File: src/rtl/counters_pkg.sv
// Shared definitions for the counters library: JK input codes and the
// elaboration-time modulus legality check.
package counters_pkg;

  localparam logic [1:0] JK_HOLD   = 2'b00;
  localparam logic [1:0] JK_RESET  = 2'b01;
  localparam logic [1:0] JK_SET    = 2'b10;
  localparam logic [1:0] JK_TOGGLE = 2'b11;

  function automatic bit modulus_ok(input int width, input int modulus);
    return (modulus >= 32'sd2) && (longint'(modulus) <= (64'sd1 <<< width));
  endfunction

endpackage

File: src/rtl/jk_ff.sv
// JK flip-flop with synchronous active-high reset and registered Q / Qn.
module jk_ff
  import counters_pkg::*;
(
  input  logic clk,
  input  logic reset,
  input  logic j,
  input  logic k,
  output logic q,
  output logic q_bar
);

  logic q_q;
  logic q_bar_q;
  logic q_d;

  always_comb begin
    q_d = q_q;
    case ({j, k})
      JK_HOLD:   q_d = q_q;
      JK_RESET:  q_d = 1'b0;
      JK_SET:    q_d = 1'b1;
      JK_TOGGLE: q_d = ~q_q;
      default:   q_d = q_q;
    endcase
  end

  // Qn is kept as its own register so it is a true flop output, not an inverter.
  always_ff @(posedge clk) begin
    if (reset) begin
      q_q     <= 1'b0;
      q_bar_q <= 1'b1;
    end else begin
      q_q     <= q_d;
      q_bar_q <= ~q_d;
    end
  end

  assign q     = q_q;
  assign q_bar = q_bar_q;

endmodule

File: src/rtl/jk_sync_up_counter.sv
// Mod-MODULUS synchronous up counter built from JK flip-flops, with parallel
// load, count enable and terminal-count / carry outputs for cascading.
module jk_sync_up_counter
  import counters_pkg::*;
#(
  parameter int WIDTH   = 4,
  parameter int MODULUS = 16
) (
  input  logic             clk,
  input  logic             reset,
  input  logic             en,
  input  logic             load,
  input  logic [WIDTH-1:0] d,
  output logic [WIDTH-1:0] q,
  output logic [WIDTH-1:0] q_bar,
  output logic             tc,
  output logic             carry
);

  if (!modulus_ok(WIDTH, MODULUS)) begin : g_bad_modulus
    $error("jk_sync_up_counter: MODULUS must lie in 2..2**WIDTH");
  end

  localparam logic [WIDTH:0]   MOD_W = (WIDTH+1)'(MODULUS);
  localparam logic [WIDTH-1:0] LAST  = WIDTH'(MODULUS - 1);

  logic [WIDTH-1:0] j_s;
  logic [WIDTH-1:0] k_s;
  logic [WIDTH-1:0] target_s;
  logic             force_s;
  logic             ones_below_s;

  // Reset, load and the terminal wrap all drive J/K straight to a target
  // value; plain counting toggles bit i when every lower bit is one.
  always_comb begin
    force_s = reset | load | (en & tc);
    if (!reset && load && ({1'b0, d} < MOD_W)) begin
      target_s = d;
    end else begin
      target_s = '0;
    end
    ones_below_s = 1'b1;
    j_s = '0;
    k_s = '0;
    for (int i = 0; i < WIDTH; i++) begin
      if (force_s) begin
        j_s[i] = target_s[i];
        k_s[i] = ~target_s[i];
      end else if (en) begin
        j_s[i] = ones_below_s;
        k_s[i] = ones_below_s;
      end else begin
        j_s[i] = 1'b0;
        k_s[i] = 1'b0;
      end
      ones_below_s = ones_below_s & q[i];
    end
  end

  for (genvar i = 0; i < WIDTH; i++) begin : g_bit
    jk_ff u_ff (
      .clk   (clk),
      .reset (reset),
      .j     (j_s[i]),
      .k     (k_s[i]),
      .q     (q[i]),
      .q_bar (q_bar[i])
    );
  end

  assign tc    = (q == LAST);
  assign carry = tc & en & ~load & ~reset;

endmodule

File: config.mk
export PLATFORM = sky130hd
export DESIGN_NAME = jk_sync_up_counter
export DESIGN_NICKNAME = d
export VERILOG_FILES = /design/src/rtl/counters_pkg.sv /design/src/rtl/jk_ff.sv /design/src/rtl/jk_sync_up_counter.sv
export SDC_FILE = /design/constraint.sdc
export NUM_CORES = 1
export LEC_CHECK = 0
export CAP_MARGIN = 30
export CORE_AREA = 4 4 41 43
export CTS_BUF_LIST = sky130_fd_sc_hd__clkbuf_16
export DETAILED_ROUTE_END_ITERATION = 16
export DIE_AREA = 0 0 45 47
export PLACE_DENSITY = 0.7
export SKIP_CTS_REPAIR_TIMING = 1
export SYNTH_ARGS = -nofsm -noshare
export SYNTH_HDL_FRONTEND = slang
export SYNTH_SLANG_ARGS = --single-unit
File: constraint.sdc
create_clock -name clk -period 1.3 [get_ports clk]
set_clock_uncertainty 0.05 [all_clocks]
set_input_delay 0.26 -clock clk [delete_from_list [all_inputs] [get_ports clk]]
set_output_delay 0.26 -clock clk [all_outputs]
set_load 0.01 [all_outputs]
==> run_results.csv, run 1 <==
group,metric,value,unit
worst_setup_path,crit_fanout,2,
worst_setup_path,path_cells,"and4_2 -> and3_2 -> clkbuf_2",
clock_tree,cts_tree,"yes",
route,drtAntennaViolNets,0,
route,viasPerCell,4.667,
synthesis,syn_inst,42,
layout,fillers,129,
sta,tightest_slew,0.2059,ns
synthesis,ys_warn_count,0,
clock_tree,clock_sinks,8,
route,drc,0,
floorplanning,row_count,13,
floorplanning,initial_core_util,0.2962,
route,dr.pass1.iters,4,
run_status,violations,"setup timing",
layout,multi_input_area,152.6,um^2
synthesis,synth_edf_count,0,
sta,max_slew_margin,0.8617,
job,drv_cap,0,
sta,slew_violations,0,
clock_tree,cts_max_path_buffers,2,
placement,placedCellCount,72,
synthesis,synth-seq-cells,8,
grt,grt_remaining_overflow,0,
synthesis,netlist.area_leader.share,0.4156,
floorplanning,die_w,45,um
placement,preCtsSetupSlack,-0.4864,ns
layout,drive_above_1_share,0.2167,
synthesis,syn_area_per_cell,9.175,um^2
clock_tree,cts_htree_levels,1,
worst_setup_path,cp_slowest_cell,"dfxtp_1",
clock_tree,clock_latency,0.23,ns
synthesis,yosysTopAreaCell,"dfxtp_1",
synthesis,ys_types,21,
power_and_ir_drop,power_frac_comb,0.150,
clock_tree,cts_root_buf,"clkbuf_16",
grt,first_global_vias,324,
worst_setup_path,worstPathArrival,1.09,ns
power_and_ir_drop,leakagePower,0.0003748,uW
floorplanning,fp.dieH,47,um
synthesis,synthTopCellsByCount,"8 x buf_4, 8 x dfxtp_1, 3 x nor3_1",
synthesis,netlist_area,385.4,um^2
power_and_ir_drop,peakVddDrop,0.0007648,V
layout,layoutNonFillerInstCount,75,
worst_setup_path,critPathLaunchType,"flip-flop",
floorplanning,ioPinCount,18,
sta,setup_viol,1,
power_and_ir_drop,swShare,0.1931,
power_and_ir_drop,p_per_area,1397,mW/mm^2
sta,max_freq,0.7126,GHz
power_and_ir_drop,power_frac_seq,0.297,
grt,grt.total_usage,0.09350,
route,routed_wl,897,um
clock_tree,cts_buffers,3,
worst_setup_path,endpoint_kind,"output port",
grt,grt_max_degree,11,
sta,fin_crit_sh,1.079,
sta,fin_crit,1.403,ns
placement,port_buffers,17,
synthesis,seq_area_frac_synth,0.4156,
run_status,status,"finished, violations left",
sta,finalHoldViolCount,0,
worst_setup_path,criticalPathCategory,"flip-flop to output port",
power_and_ir_drop,pwr-share-clk,0.554,
grt,antenna_found_initial,0,
clock_tree,clk_pin_slew,0.04,ns
floorplanning,core-area,0.001301,mm^2
layout,antenna_cells,0,
power_and_ir_drop,p_switching,178.2,uW
grt,grt_pass1_wl,1.352,mm
placement,gp_congestion,0.8003,
synthesis,synthTopCellsByArea,"dfxtp_1 42%, buf_4 16%, nor3_1 3.9%, nor2b_1 3.2%, or3_1 3.2%",
placement,dpl.hpwl,628.7,um
min_path,hp-class,"input port to flip-flop",
worst_setup_path,worst_ep_required_time,0.99,ns
sta,rsz0062_at_grt,"yes",
worst_setup_path,max_stage_delay,0.34,ns
power_and_ir_drop,internal-power,744.8,uW
route,vias,350,
synthesis,synth_flop_cell,"dfxtp_1",
route,wl_per_cell,11.96,um
layout,regArea,160.2,um^2
floorplanning,die_area,0.002115,mm^2
sta,setup_slack,-0.1032,ns
layout,areaGrowthSynthToFinish,71.43,%
synthesis,async_flop_share,0,
synthesis,syn-num-nets,50,
layout,nNetsFinal,70,
route,drt-initial-drc-count,4,
-- layer usage --
metal	GRT usage	share of wire	vias to the layer above
met1	0.09862	0.40	159
li1	-	-	176
met5	0	0	-
met2	0.1525	0.52	13
met3	0.03448	0.068	2
met4	0.07018	0.0089	0
-- placed cells by master (no fill, tap or decap), drive strengths merged --
cell type and instances:
dlymetal6s2s 10, nor2b 2, buf 7, and4 1
a21oi 2, xnor2 1, a211oi 1, xor2 1
or3 2, clkdlybuf4s50 6, o21a 1, nor3 3
dfxtp 8, a211o 1, inv 2, and3 1
nand4 1, clkbuf 4, o21ai 1, a21boi 1
a31o 1, and3b 1, nor2 2
-- sequential cells by signal (all words and copies together) (netlist names) --
signal            flops
g_bit.u_ff.q_bar      4
g_bit.u_ff.q          4
-- stage by stage --
stage	utilization	power (uW)	hold slack [ns]	area, um^2	setup TNS, ns
after floorplan	-	353.1	0.2828	385.4	0
after global placement	0.4317	416.7	0.6193	561.8	-2.048
after detailed placement	0.4317	418.4	0.6297	561.8	-2.142
after CTS	0.4894	936.3	0.5850	636.9	-2.191
after global routing	0.5077	950.9	0.5845	660.6	-0.1341
final	0.5077	923.1	0.5267	660.6	-0.1032
-- power by group through the flow --
stage,clock network (uW),logic (uW),registers [uW]
finish,511,138,274
global route,525,150,276
CTS,519,143,274
detailed placement,0,142,277
global placement,0,140,277
floorplan,0,72.6,281
-- critical path: cells and delay by family (launching register included) --
| kind | cells | cell delay (ns) |
|---|---|---|
| buf+inv | 1 | 0.12 |
| flops | 1 | 0.34 |
| simple gates | 2 | 0.40 |
-- cells by family after synthesis --
family,share of synthesized area
AO/OA/AOI/OAI,0.1429
AND/OR/NAND/NOR,0.2078
flip-flops,0.4156
XOR/XNOR,0.04546
buffers and inverters,0.1883
-- path summary, 6_finish.rpt --
check                                startpoint                   to  slack [ns]  cells past startpoint
worst max register to register  g_bit[0].u_ff.q  g_bit[2].u_ff.q_bar        0.09                      4
worst max-delay path            g_bit[3].u_ff.q                carry       -0.10                      3
worst min-delay path                         en      g_bit[0].u_ff.q        0.53                      5
worst min register to register  g_bit[3].u_ff.q  g_bit[3].u_ff.q_bar        0.66                      3
-- final cells by class --
type | instances | share of cell area
Tap cell | 15 | 0.02841
Sequential cell | 8 | 0.2424
Inverter | 2 | 0.01136
Multi-Input combinational cell | 23 | 0.2311
Timing Repair Buffer | 24 | 0.3731
Clock buffer | 3 | 0.1136
Power figures use the tool's default switching activity.
==> run 2: changes to the inputs <==
--- a/config.mk
+++ b/config.mk
@@ -6,10 +6,10 @@
 export NUM_CORES = 1
 export LEC_CHECK = 0
 export CAP_MARGIN = 30
-export CORE_AREA = 4 4 41 43
+export CORE_AREA = 2 2 39 41
 export CTS_BUF_LIST = sky130_fd_sc_hd__clkbuf_16
 export DETAILED_ROUTE_END_ITERATION = 16
-export DIE_AREA = 0 0 45 47
+export DIE_AREA = 0 0 41 43
 export PLACE_DENSITY = 0.7
 export SKIP_CTS_REPAIR_TIMING = 1
 export SYNTH_ARGS = -nofsm -noshare
==> run_results.csv, run 2 (synthesis results as in run 1) <==
group,metric,value,unit
layout,drive_above_1_share,0.2500,
sta,max_slew_margin,0.8630,
clock_tree,cts_tree,"yes",
placement,placedCellCount,73,
layout,antenna_cells,0,
floorplanning,initial_core_util,0.2785,
worst_setup_path,r2r_cells,4,
worst_setup_path,crit_fanout,2,
grt,grt_remaining_overflow,0,
placement,port_buffers,17,
layout,layout_common_cells,"10 x dlymetal6s2s_1, 7 x dfxtp_1, 6 x buf_4",
min_path,min_path_cells,3,
route,drtAntennaViolNets,0,
worst_setup_path,max_stage_delay,0.47,ns
grt,grt_use_met2,0.1813,
worst_setup_path,criticalPathCategory,"input port to output port",
route,viasPerCell,4.421,
layout,nNetsFinal,70,
route,routed_wl,845,um
layout,areaGrowthSynthToFinish,70.78,%
power_and_ir_drop,swShare,0.1934,
worst_setup_path,r2r_slack,0.07,ns
sta,slew_violations,0,
grt,grt_pass1_wl,1.317,mm
route,vias,336,
sta,fin_crit,1.397,ns
floorplanning,row_count,14,
clock_tree,cts_max_path_buffers,2,
layout,layoutNonFillerInstCount,76,
clock_tree,clock_sinks,8,
min_path,hp-class,"input port to flip-flop",
sta,rsz0062_at_grt,"yes",
sta,setup_viol,1,
worst_setup_path,worstPathArrival,1.09,ns
route,wl_per_cell,11.12,um
sta,finalHoldViolCount,0,
clock_tree,cts_buffers,3,
worst_setup_path,critPathLaunchType,"input port",
grt,antenna_found_initial,0,
clock_tree,clock_latency,0.23,ns
grt,grt_max_degree,11,
layout,finish.utilization,0.4756,
power_and_ir_drop,p_per_area,1403,mW/mm^2
floorplanning,die_area,0.001763,mm^2
clock_tree,cts_htree_levels,1,
floorplanning,core-area,0.001384,mm^2
run_status,violations,"setup timing",
sta,fin_crit_sh,1.075,
power_and_ir_drop,internal-power,744.7,uW
clock_tree,cts_root_buf,"clkbuf_16",
sta,setup_slack,-0.09729,ns
floorplanning,die_w,41,um
worst_setup_path,cp_slowest_cell,"clkdlybuf4s50_1",
sta,max_freq,0.7157,GHz
grt,grt.total_usage,0.1188,
grt,grt-busiest-layer,"met2",
power_and_ir_drop,leakagePower,0.0003668,uW
power_and_ir_drop,power_frac_comb,0.148,
power_and_ir_drop,power_frac_seq,0.297,
route,drt-initial-drc-count,3,
power_and_ir_drop,peakVddDrop,0.0007691,V
grt,use_met1,0.1169,
grt,grtUsageMet3,0.06283,
placement,dpl.hpwl,616.7,um
run_status,status,"finished, violations left",
floorplanning,fp.dieH,43,um
layout,layout_commonest_cell,"dlymetal6s2s_1",
power_and_ir_drop,pwr-share-clk,0.555,
grt,first_global_vias,309,
worst_setup_path,endpoint_kind,"output port",
clock_tree,clk_pin_slew,0.03,ns
job,drv_cap,0,
sta,tightest_slew,0.2039,ns
worst_setup_path,worst_ep_required_time,0.99,ns
route,drc,0,
power_and_ir_drop,p_switching,178.6,uW
route,dr.pass1.iters,3,
placement,gp_congestion,0.7391,
floorplanning,ioPinCount,18,
worst_setup_path,path_cells,"clkdlybuf4s50_1 -> nor2_1 -> and3_2 -> clkbuf_2",
-- run 2: per-stage QoR --
step	setup TNS (ns)	hold slack, ns	area [um^2]	power [uW]	worst slack, ns
floorplan	0	0.2828	385.4	353.1	0.1214
global placement	-2.039	0.6114	563.0	416.2	-0.4854
detailed placement	-2.162	0.6121	563.0	418.2	-0.4834
CTS	-2.209	0.5704	638.1	934.0	-0.5200
global route	-0.1358	0.4455	658.1	955.8	-0.1358
finish	-0.09729	0.4083	658.1	923.3	-0.09729
-- run 2: worst paths after layout --
kind                                             to            start
worst max register to register  g_bit[2].u_ff.q_bar  g_bit[0].u_ff.q
worst max-delay path                          carry            reset
worst min register to register  g_bit[3].u_ff.q_bar  g_bit[3].u_ff.q
worst min-delay path                g_bit[0].u_ff.q             load
-- run 2: layout make-up --
class,instances,area (um^2)
Inverter,2,7.507
Timing Repair Buffer,24,241.5
Sequential cell,8,161.4
Tap cell,16,20.02
Fill cell,119,725.7
Clock buffer,3,75.07
Multi-Input combinational cell,23,152.6
-- run 2: worst max-delay path: cells and delay by family --
family / cells / cell delay, ns
buf+inv: 2 / 0.59
simple gates: 2 / 0.23
-- run 2: metal layers --
layer  vias up  wire (um)
met5         -          0
met4         0         22
met3         5         50
met2        11        462
met1       144        310
li1        176          -
-- run 2: power groups by stage --
stage	Sequential (uW)	Clock [uW]	Combinational, uW
6_report	274	513	137
3_3_place_gp	277	0	139
5_1_grt	277	530	149
2_1_floorplan	281	0	72.6
4_1_cts	274	518	142
3_5_place_dp	277	0	141
==> run 3: changes to the inputs <==
--- a/config.mk
+++ b/config.mk
@@ -5,9 +5,11 @@
 export SDC_FILE = /design/constraint.sdc
 export NUM_CORES = 1
 export LEC_CHECK = 0
+export ABC_CLOCK_PERIOD_IN_PS = 1300
 export CAP_MARGIN = 30
 export CORE_AREA = 2 2 39 41
 export CTS_BUF_LIST = sky130_fd_sc_hd__clkbuf_16
+export CTS_CLUSTER_DIAMETER = 40
 export DETAILED_ROUTE_END_ITERATION = 16
 export DIE_AREA = 0 0 41 43
 export PLACE_DENSITY = 0.7
==> results of run 3 <==
The final DEF is identical to that of run 2; final timing and power are the same.
